`config.mk`:
```
export PLATFORM = sky130hd
export DESIGN_NAME = fetch_unit
export DESIGN_NICKNAME = d
export VERILOG_FILES = /design/src/rtl/fetch_unit.sv
export SDC_FILE = /design/constraint.sdc
export NUM_CORES = 1
export LEC_CHECK = 0
export CAP_MARGIN = 20
export CORE_ASPECT_RATIO = 1.75
export CORE_MARGIN = 1.5
export CORE_UTILIZATION = 48
export CTS_CLUSTER_DIAMETER = 30
export CTS_CLUSTER_SIZE = 40
export DETAILED_ROUTE_END_ITERATION = 12
export GPL_ROUTABILITY_DRIVEN = 1
export PLACE_DENSITY = 0.9
export SLEW_MARGIN = 30
export SYNTH_ARGS = -nofsm -noshare
export SYNTH_HDL_FRONTEND = slang
export SYNTH_SLANG_ARGS = --single-unit
```
`constraint.sdc`:
```
create_clock -name clk -period 17.2 [get_ports clk]
set_clock_uncertainty 0.2 [all_clocks]
set_input_delay 5.16 -clock clk [delete_from_list [all_inputs] [get_ports clk]]
set_output_delay 5.16 -clock clk [all_outputs]
set_load 0.005 [all_outputs]
```
`src/rtl/fetch_unit.sv`:
```
// fetch_unit: RV32I instruction fetch stage.
// Issues one instruction-memory request at a time from the PC register value,
// computes the PC register's next value every cycle (hold, +4 or redirect)
// and presents fetched instructions to decode through a registered valid/ready slot.
// Optional build macro FETCH_PERF_EN adds a free-running fetch_count output
// that counts decode handshakes.
//
// state | meaning
// REQ   | request valid for pc_cur; waiting for memory to accept
// WAIT  | one request outstanding; response goes to the slot or the hold buffer
// HOLD  | response parked in the hold buffer until decode frees the slot
// DROP  | a redirect orphaned the outstanding request; discard its response
module fetch_unit #(
    parameter logic [31:0] RESET_PC = 32'h0000_0000
) (
    input  logic        clk,
    input  logic        reset,
    input  logic [31:0] pc_cur,
    output logic [31:0] pc_next,
    output logic        imem_req_valid,
    input  logic        imem_req_ready,
    output logic [31:0] imem_req_addr,
    input  logic        imem_rsp_valid,
    input  logic [31:0] imem_rsp_data,
    input  logic        redirect_valid,
    input  logic [31:0] redirect_pc,
    output logic        id_valid,
    input  logic        id_ready,
    output logic [31:0] id_instr,
    output logic [31:0] id_pc
`ifdef FETCH_PERF_EN
    ,
    output logic [31:0] fetch_count
`endif
);

    typedef enum logic [1:0] {
        REQ  = 2'd0,
        WAIT = 2'd1,
        HOLD = 2'd2,
        DROP = 2'd3
    } state_t;

    state_t      state;
    state_t      state_nxt;
    logic [31:0] req_pc;
    logic [31:0] hold_instr;
    logic [31:0] hold_pc;
    logic        accept;
    logic        rsp_to_slot;
    logic        rsp_to_hold;
    logic        hold_to_slot;
    logic        flush;

    // Request address is always the word-aligned current PC.
    assign imem_req_addr = pc_cur & ~32'h3;

    // Next-state, request valid, next PC and datapath strobes.
    always_comb begin
        state_nxt      = state;
        imem_req_valid = 1'b0;
        pc_next        = pc_cur;
        accept         = 1'b0;
        rsp_to_slot    = 1'b0;
        rsp_to_hold    = 1'b0;
        hold_to_slot   = 1'b0;
        flush          = 1'b0;
        if (reset) begin
            pc_next = RESET_PC;
        end else if (redirect_valid) begin
            flush   = 1'b1;
            pc_next = redirect_pc & ~32'h3;
            if ((state == WAIT || state == DROP) && !imem_rsp_valid)
                state_nxt = DROP;
            else
                state_nxt = REQ;
        end else begin
            case (state)
                REQ: begin
                    imem_req_valid = 1'b1;
                    if (imem_req_ready) begin
                        accept    = 1'b1;
                        pc_next   = pc_cur + 32'd4;
                        state_nxt = WAIT;
                    end
                end
                WAIT: begin
                    if (imem_rsp_valid) begin
                        if (!id_valid || id_ready) begin
                            rsp_to_slot = 1'b1;
                            state_nxt   = REQ;
                        end else begin
                            rsp_to_hold = 1'b1;
                            state_nxt   = HOLD;
                        end
                    end
                end
                HOLD: begin
                    if (id_ready) begin
                        hold_to_slot = 1'b1;
                        state_nxt    = REQ;
                    end
                end
                DROP: begin
                    if (imem_rsp_valid)
                        state_nxt = REQ;
                end
                default: state_nxt = REQ;
            endcase
        end
    end

    // State register, request PC, decode slot and hold buffer.
    always_ff @(posedge clk or posedge reset) begin
        if (reset) begin
            state      <= REQ;
            req_pc     <= 32'h0;
            id_valid   <= 1'b0;
            id_instr   <= 32'h0;
            id_pc      <= 32'h0;
            hold_instr <= 32'h0;
            hold_pc    <= 32'h0;
        end else begin
            state <= state_nxt;
            if (accept)
                req_pc <= pc_cur & ~32'h3;
            if (flush) begin
                id_valid <= 1'b0;
            end else if (rsp_to_slot) begin
                id_valid <= 1'b1;
                id_instr <= imem_rsp_data;
                id_pc    <= req_pc;
            end else if (hold_to_slot) begin
                id_valid <= 1'b1;
                id_instr <= hold_instr;
                id_pc    <= hold_pc;
            end else if (id_valid && id_ready) begin
                id_valid <= 1'b0;
            end
            if (flush) begin
                hold_instr <= 32'h0;
                hold_pc    <= 32'h0;
            end else if (rsp_to_hold) begin
                hold_instr <= imem_rsp_data;
                hold_pc    <= req_pc;
            end
        end
    end

`ifdef FETCH_PERF_EN
    // Count every decode handshake; redirects leave the count alone.
    always_ff @(posedge clk or posedge reset) begin
        if (reset)
            fetch_count <= 32'h0;
        else if (id_valid && id_ready)
            fetch_count <= fetch_count + 32'd1;
    end
`endif

endmodule

```
==> flow_metrics.py, run 1 <==
metrics = {
    "routing": {
        "drc": 0,
        "drt_iter0_drc": 352,
        "wl_mm": 22.3,
        "post_drt_via_cell_ratio": 5.83,
        "vias": 6324,
        "routedWlPerCell_microns": 20.5,
        "ant_nets": 0,
        "firstDrtPassIters": 5,
    },
    "synth": {
        "synthArstFlopShare_pct": 100,
        "yosysTopAreaCellShare_pct": 49.0,
        "synth_area_leader_cell": "dfrtp_1",
        "synth_cell_types": 58,
        "seq_area_frac_synth_pct": 49.0,
        "synthFlopType": "dfrtp_1",
        "ys_ff_latch": 157,
        "netlist_area_sq_um": 8020,
        "synthTopCellsByArea": "dfrtp_1 49%, mux2_2 22%, a22o_1 6.8%",
        "synth_cells": 667,
        "synth_edf_count": 0,
        "syn_area_per_cell_sq_um": 12.0,
        "ys_warn_count": 0,
    },
    "global_routing": {
        "grt_pass1_vias": 6536,
        "grt_max_degree": 104,
        "use_met1_pct": 30.1,
        "grt.total_usage_pct": 25.8,
        "grt_busiest_layer": "met2",
        "grt_use_met2_pct": 43.8,
        "grt_pass1_wl_mm": 34.8,
        "grt_overflow": 0,
        "antenna_found_initial": 0,
        "grt_util_met3_pct": 5.07,
    },
    "cts": {
        "path_clk_slew_ns": 0.06,
        "post_cts_buffers": 0,
        "cts_hold_buffers": 0,
        "cts_resized": 0,
        "cts_inserted_buffers": 17,
        "insertion_delay_ns": 0.43,
        "cts_root_buffer": "clkbuf_16",
        "cts.sinks": 157,
        "cts_tree": "yes",
        "cts_buffer_depth": 2,
        "cts_max_level": 4,
    },
    "sta": {
        "drv_slew": 0,
        "tightest_slew_ns": 0.921,
        "grt_setup_unrepaired": "no",
        "fin_crit_sh_pct": 78.4,
        "finalSetupTns_ns": 0,
        "hold_viol": 0,
        "fmax_mhz": 74.1,
        "maxSlewHeadroom_pct": 38.3,
        "finalSetupViolations": 0,
        "fin_crit_ns": 13.49,
    },
    "worst_setup_path": {
        "critPathLaunchType": "input port",
        "r2r_end": "id_pc[17]$_DFFE_PP0P_",
        "end_kind": "output pin",
        "reg2reg_from": "state[0]$_DFFE_PP0P_",
        "path_max_fanout": 9,
        "rrSetupSlack_ns": 14.63,
        "crit_required_ns": 11.84,
        "arrival_ns": 8.13,
        "rr_worst_depth": 5,
        "crit_type": "input port to output pin",
    },
    "die": {
        "die_h_microns": 174,
        "core_sq_um": 16400,
        "start_util_pct": 49.0,
        "num_io_pins": 232,
        "dieArea_sq_um": 17500,
        "rows": 62,
        "die_w_microns": 101,
    },
    "layout": {
        "finish.net_count": 951,
        "antenna_cells": 0,
        "fillers": 1186,
        "drive_above_1_share_pct": 24.5,
        "final_cell_mix": "225 x clkdlybuf4s50_1, 157 x dfrtp_1, 155 x mux2_2",
        "syn2layout_area_growth_pct": 35.0,
        "mostFrequentLayoutCell": "clkdlybuf4s50_1",
    },
    "pwr": {
        "p_leak_nw": 4.80,
        "total_power_mw": 0.932,
        "power.density_nw_per_um2": 86.1,
        "vdd_drop_max_uv": 48.6,
    },
    "min_path": {
        "min_to": "hold_instr[25]$_DFFE_PP0P_",
        "hold_start": "hold_instr[25]$_DFFE_PP0P_",
        "hold_depth": 1,
        "hold_class": "flop to flop",
    },
    "placed_design": {
        "gp_congestion": 0.896,
        "hpwlAfterDp_mm": 15.0,
        "io_buffers": 225,
    },
    "outcome": {
        "outcome": "finished, final reports clean",
    },
    "job": {
        "cap_violations": 0,
    },
}
critical path, stage by stage:
cell and delay, ns:
clkdlybuf4s50_1 0.73, nand4_2 0.23, or4_1 0.69, or3_1 0.40
a2111oi_1 0.35, clkdlybuf4s50_1 0.57
area by class of cell:
| type | count | area, sq um | share of cell area [%] |
|---|---|---|---|
| Multi-Input combinational cell | 426 | 3650 | 33.7 |
| Clock buffer | 18 | 429 | 3.96 |
| Inverter | 8 | 37.5 | 0.347 |
| Tap cell | 224 | 280 | 2.59 |
| Clock inverter | 13 | 131 | 1.21 |
| Sequential cell | 157 | 3930 | 36.3 |
| Timing Repair Buffer | 238 | 2370 | 21.9 |
Yosys cell counts, types with 2 or more instances:
cell type and count:
xor2_1 4, nand3b_1 2, nor3_1 9, inv_1 7
or4_1 5, buf_1 2, a211oi_1 11, or3_1 4
nor2b_1 3, nand2_1 19, nor3b_1 2, buf_2 3
a311oi_1 7, a221oi_1 2, and4_1 7, and3_1 9
nand2b_1 4, o21ai_0 10, xnor2_1 5, o21ai_1 2
a21oi_1 4, mux2_2 155, a22o_1 62, nor4_1 6
nand3_1 15, dfrtp_1 157, a2111oi_1 2, and2_1 4
and4_2 2, o31ai_1 6, nand4_1 12, clkbuf_1 34
nor2_1 26, buf_4 38, nor4bb_1 2, a2111oi_0 3
routing by layer:
layer | part of all wire (%) | up-vias
li1 | - | 2828
met1 | 38 | 3157
met2 | 52 | 269
met3 | 5.2 | 70
met4 | 4.9 | 0
met5 | 0 | -
kinds of logic (layout without fill, tap and decap cells):
group,Yosys count,in the layout,share of synthesized area [%]
compound gates,118,118,11.8
xor+xnor,9,9,0.983
fa+ha+maj,1,1,0.156
buf+inv,87,277,6.12
flops,157,157,49.0
mux,155,155,21.8
other cells,1,4,0.0468
simple gates,139,139,10.1
where the power goes:
group / switching [mW] / internal (mW)
Combinational: 0.0621 / 0.0849
Sequential: 0.0238 / 0.401
Clock: 0.158 / 0.202
Total: 0.244 / 0.688
worst max path at each step:
stage	depth (start not counted)	to	slack, ns	start
6_report	6	pc_next[24]	3.71	pc_cur[8]
5_1_grt	6	pc_next[24]	3.57	pc_cur[8]
4_1_cts	6	pc_next[24]	3.73	pc_cur[8]
3_5_place_dp	6	pc_next[24]	3.75	pc_cur[8]
3_3_place_gp	6	pc_next[23]	3.68	pc_cur[8]
2_1_floorplan	5	pc_next[29]	1.37	reset
registers in the layout, summed over array words and instances (netlist names):
register and cells:
id_pc 30, id_instr 32, hold_pc 30, id_valid 1, hold_instr 32, state 2
req_pc 30
metrics by stage:
stage | area, sq um | std cells | worst slack, ns | hold WS (ns) | utilization [%]
after floorplan | 8030 | 670 | 1.37 | 0.267 | -
after global placement | 10200 | 1052 | 3.68 | 0.282 | 62.5
after detailed placement | 10300 | 1053 | 3.75 | 0.285 | 62.7
after CTS | 10800 | 1084 | 3.73 | 0.303 | 66.1
after global routing | 10800 | 1084 | 3.57 | 0.314 | 66.1
final | 10800 | 1084 | 3.71 | 0.300 | 66.1
(Power assumes the default switching activity.)
==> run 2, diff against run 1 <==
==> constraint.sdc (replaced) <==
create_clock -name clk -period 13.7 [get_ports clk]
set_clock_uncertainty 0.2 [all_clocks]
set_input_delay 4.11 -clock clk [delete_from_list [all_inputs] [get_ports clk]]
set_output_delay 4.11 -clock clk [all_outputs]
set_load 0.005 [all_outputs]
==> run 2 against run 1 <==
Clock power is 24% higher. Via count fell by 0.25%. Sequential power up 25%. Die area stayed put. Utilization decreased by 0.17 points. Critical path depth unchanged. Final area is 0.25% lower. Highest routed layer unchanged. Combinational power rose by 25%. Hold slack about the same. Sequential share of layout area grew 0.092 points. Setup slack worse by 1.5 ns.
==> flow_metrics.py, run 2 (synthesis results as in run 1) <==
metrics = {
    "sta": {
        "finalSetupViolations": 0,
        "fin_crit_sh_pct": 84.2,
        "maxSlewHeadroom_pct": 46.2,
        "drv_slew": 0,
        "grt_setup_unrepaired": "no",
        "timing.hold.ws_ns": 0.300,
        "tightest_slew_ns": 0.807,
        "layout_setup_ws_ns": 2.17,
        "finalSetupTns_ns": 0,
        "fin_crit_ns": 11.53,
        "fmax_mhz": 86.7,
        "hold_viol": 0,
    },
    "layout": {
        "fin_cells": 1083,
        "finish.net_count": 949,
        "final_cell_mix": "225 x clkdlybuf4s50_1, 157 x dfrtp_1, 155 x mux2_2",
        "antenna_cells": 0,
        "syn2layout_area_growth_pct": 34.6,
        "mostFrequentLayoutCell": "clkdlybuf4s50_1",
        "design_area_sq_um": 10800,
        "post-route-util_pct": 66.0,
        "top_regs": "hold_instr x32, id_instr x32",
        "fillers": 1182,
        "drive_above_1_share_pct": 24.7,
    },
    "pwr": {
        "comb_power_share_pct": 15.8,
        "vdd_drop_max_uv": 71.4,
        "p_int_mw": 0.853,
        "p_clk_share_pct": 38.5,
        "p_leak_nw": 4.78,
        "power.density_nw_per_um2": 108,
        "seqPwrFrac_pct": 45.7,
        "p_sw_mw": 0.312,
        "total_power_mw": 1.16,
        "swShare_pct": 26.8,
    },
    "cts": {
        "post_cts_buffers": 0,
        "cts_tree": "yes",
        "cts_resized": 0,
        "cts_hold_buffers": 0,
        "cts_root_buffer": "clkbuf_16",
        "insertion_delay_ns": 0.43,
        "path_clk_slew_ns": 0.06,
        "cts_max_level": 4,
        "cts_inserted_buffers": 17,
        "cts.sinks": 157,
        "cts_buffer_depth": 2,
    },
    "global_routing": {
        "grt.total_usage_pct": 25.3,
        "grt_busiest_layer": "met2",
        "antenna_found_initial": 0,
        "grt_max_degree": 103,
        "grt_overflow": 0,
        "grt_pass1_vias": 6374,
        "grt_use_met2_pct": 43.0,
        "use_met1_pct": 29.9,
        "grt_pass1_wl_mm": 34.2,
        "grt_util_met3_pct": 4.74,
    },
    "worst_setup_path": {
        "critPathLaunchType": "input port",
        "crit_type": "input port to output pin",
        "crit_required_ns": 9.39,
        "end_kind": "output pin",
        "path_cells": "clkdlybuf4s50_1 > nand4_2 > or4_1 > or3_1 > a2111oi_1 > clkdlybuf4s50_1",
        "path_max_fanout": 9,
        "slowest_delay_ns": 0.78,
        "arrival_ns": 7.22,
        "rr_worst_depth": 5,
        "cpMostUsedCell": "clkdlybuf4s50_1",
        "cp_slowest_cell": "clkdlybuf4s50_1",
    },
    "die": {
        "num_io_pins": 232,
        "rows": 62,
        "dieArea_sq_um": 17500,
        "die_w_microns": 101,
        "die_h_microns": 174,
        "start_util_pct": 49.0,
        "core_sq_um": 16400,
    },
    "placed_design": {
        "pre_cts_slack_ns": 2.25,
        "gp_congestion": 0.860,
        "dpl.cell_count": 1051,
        "io_buffers": 225,
        "hpwlAfterDp_mm": 14.8,
        "placed_area_sq_um": 10200,
    },
    "outcome": {
        "outcome": "finished, final reports clean",
    },
    "routing": {
        "ant_nets": 0,
        "wl_mm": 21.8,
        "drc": 0,
        "drt_iter0_drc": 325,
        "post_drt_via_cell_ratio": 5.82,
        "vias": 6308,
        "firstDrtPassIters": 5,
        "routedWlPerCell_microns": 20.1,
    },
    "job": {
        "cap_violations": 0,
    },
    "min_path": {
        "hold_class": "flop to flop",
        "hold_depth": 1,
    },
}
[run 2: layer usage]
metal	vias up	part of all wire, %	routed length [microns]
met5	-	0	0
met4	0	4.7	1020
li1	2837	-	-
met2	277	52	11300
met1	3129	38	8250
met3	65	5.6	1220
[run 2: worst paths after layout]
path	start	to	slack [ns]
worst min-delay path	hold_pc[9]$_DFFE_PP0P_	hold_pc[9]$_DFFE_PP0P_	0.30
worst max register to register	state[0]$_DFFE_PP0P_	id_pc[30]$_DFFE_PP0P_	10.97
min in group asynchronous	reset	req_pc[31]$_DFFE_PP0P_	4.17
worst min register to register	hold_pc[9]$_DFFE_PP0P_	hold_pc[9]$_DFFE_PP0P_	0.30
max in group asynchronous	reset	id_instr[17]$_DFFE_PP0P_	7.78
worst max-delay path	pc_cur[8]	pc_next[24]	2.17
[run 2: worst max-delay path, delay by kind of cell]
kind                   cells  cell delay [ns]
AO/OA/AOI/OAI              1             0.38
AND/OR/NAND/NOR            3             1.34
buffers and inverters      2             1.39
[run 2: cell type report]
| type | count | area (sq um) | area share [%] |
|---|---|---|---|
| Tap cell | 224 | 280 | 2.60 |
| Timing Repair Buffer | 236 | 2330 | 21.6 |
| Clock buffer | 18 | 439 | 4.07 |
| Inverter | 8 | 37.5 | 0.348 |
| Clock inverter | 14 | 123 | 1.14 |
| Sequential cell | 157 | 3930 | 36.4 |
| Multi-Input combinational cell | 426 | 3660 | 33.9 |
[run 2: power groups by stage]
| stage | sequential, mW | combinational (mW) | clock (mW) |
|---|---|---|---|
| after floorplan | 0.531 | 0.0953 | 0 |
| after global placement | 0.537 | 0.179 | 0 |
| after detailed placement | 0.540 | 0.183 | 0 |
| after CTS | 0.532 | 0.185 | 0.455 |
| after global routing | 0.538 | 0.197 | 0.476 |
| final | 0.533 | 0.184 | 0.448 |
==> RTL edit: new RTL, config.mk and constraints of run 1 <==
Encoding of `state_t`: now one-hot (4 bits for 4 states).
--- a/src/rtl/fetch_unit.sv
+++ b/src/rtl/fetch_unit.sv
@@ -34,11 +34,11 @@
 `endif
 );
 
-    typedef enum logic [1:0] {
-        REQ  = 2'd0,
-        WAIT = 2'd1,
-        HOLD = 2'd2,
-        DROP = 2'd3
+    typedef enum logic [3:0] {
+        REQ  = 4'b0001,
+        WAIT = 4'b0010,
+        HOLD = 4'b0100,
+        DROP = 4'b1000
     } state_t;
 
     state_t      state;
Formal check against the unedited RTL: same outputs for any inputs over 4 cycles, from zero or initial values and one cycle with reset high; so few cycles prove little.
==> RTL edit against run 1 <==
- critical path depth is the same
- final area shrank 1.1%
- worst setup slack lost 290 ps
- first-iteration DRC count grew 2.3%
- routed wire length shrank 3.5%
- sequential share of layout area grew 0.89 points
- final cell count grew 4.2%
- synthesized area shrank 0.94%
- register-to-register slack lost 220 ps
- sequential cell count grew 2
- die area shrank 0.92%
- largest cell class unchanged
- highest routed layer unchanged
Power is not compared: it rests on default switching activity, and its combinational part moved more than twofold at a synthesized area within 25%.
==> RTL edit: results (changes against run 1) <==
metric,value,unit,change
outcome,"finished, final reports clean",,
stdcell_count,1129,,+4.2%
met2_length,11.08,mm,-4.9%
critPathSlowestCell,or4_1,,
via_count,6756,,+6.8%
hp-start,hold_instr[27],,
synth_area_per_cell,10.48,sq um,-13%
ys_types,60,,+3.4%
wire_per_inst,19.03,um,-7.4%
r2r_end,id_pc[3],,
min_path_cells,1,,unchanged
track_usage,25.14,%,-0.61 points
critPathMaxStageDelay,750,ps,+20 ps
relSlewSlack,44.58,%,+6.2 points
rrSetupSlack,14410,ps,-220 ps
wl_met3,1.036,mm,-11%
r2r_start,state[3],,
gp_congestion,0.9070,,+1.3%
synth.area.top_cells,"dfrtp_1 (50%), mux2i_1 (7.9%), a22o_1 (6.9%)",,
port_buffers,225,,unchanged
dr.first_iter.drc_count,360,,+2.3%
min_to,hold_instr[27],,
dp.cells,1097,,+4.2%
synthArstFlopShare,100.0,%,unchanged
drive_above_1_share,8.645,%,-16 points
finalNetCount,1027,,+8.0%
yosys-top-cells-count,"dfrtp_1 (158), nor2_1 (92), a21oi_1 (67)",,
wl_met1,8.402,mm,+0.33%
grt_max_degree,94,,-9.6%
grt_first_pass_wirelength,34.78,mm,about the same
post-dp-hpwl,14.26,mm,-5.2%
grt_pass1_vias,6878,,+5.2%
critPathArrivalTime,8420,ps,+290 ps
ys_seq_area_share,50.09,%,+1.1 points
synth_flop_cell,dfrtp_1,,
RTL edit: worst max-delay path by stage:
stage	depth (start not counted)	start	endpoint
6_report	6	pc_cur[13]	pc_next[19]
5_1_grt	6	pc_cur[13]	pc_next[19]
4_1_cts	6	pc_cur[10]	pc_next[19]
3_5_place_dp	6	pc_cur[13]	pc_next[19]
3_3_place_gp	6	pc_cur[13]	pc_next[19]
2_1_floorplan	3	reset	pc_next[14]
RTL edit: cell type report:
cell class | instances | area [sq um]
Fill cell | 1277 | 5587
Sequential cell | 159 | 3980
Multi-Input combinational cell | 499 | 3478
Timing Repair Buffer | 235 | 2335
Clock buffer | 19 | 442.9
Tap cell | 192 | 240.2
Clock inverter | 13 | 177.7
Inverter | 12 | 50.05
RTL edit: metal layers:
layer / GRT usage (%) / up-vias
met1: 29.32 / 3301
li1: - / 3095
met5: 0 / -
met2: 43.25 / 295
met3: 3.719 / 65
met4: 14.55 / 0
RTL edit: cells by family (layout without fill, tap and decap cells):
logic type	Yosys count	in the layout	synth area share, %
xor gates and xnor gates	8	8	0.8819
adders and majority gates	1	1	0.1575
and+or+nand+nor	202	202	12.52
DFF	159	159	50.09
muxes	93	93	12.19
AOI/OAI and AO/OA	191	191	17.48
buffers and inverters	103	279	6.630
other	1	4	0.04720
RTL edit: power by group:
group          leakage (nW)  switching [mW]  internal, mW
sequential             2.11          0.0598         0.465
combinational          2.58           0.123         0.209
clock                 0.302           0.157         0.236
RTL edit: through the flow:
stage | hold slack, ps | worst slack [ps] | cell area, sq um
floorplan | 272.4 | 2456 | 7956
global placement | 286.4 | 3624 | 10070
detailed placement | 291.2 | 3592 | 10070
CTS | 309.5 | 3574 | 10690
global route | 323.4 | 3408 | 10700
finish | 305.0 | 3422 | 10700
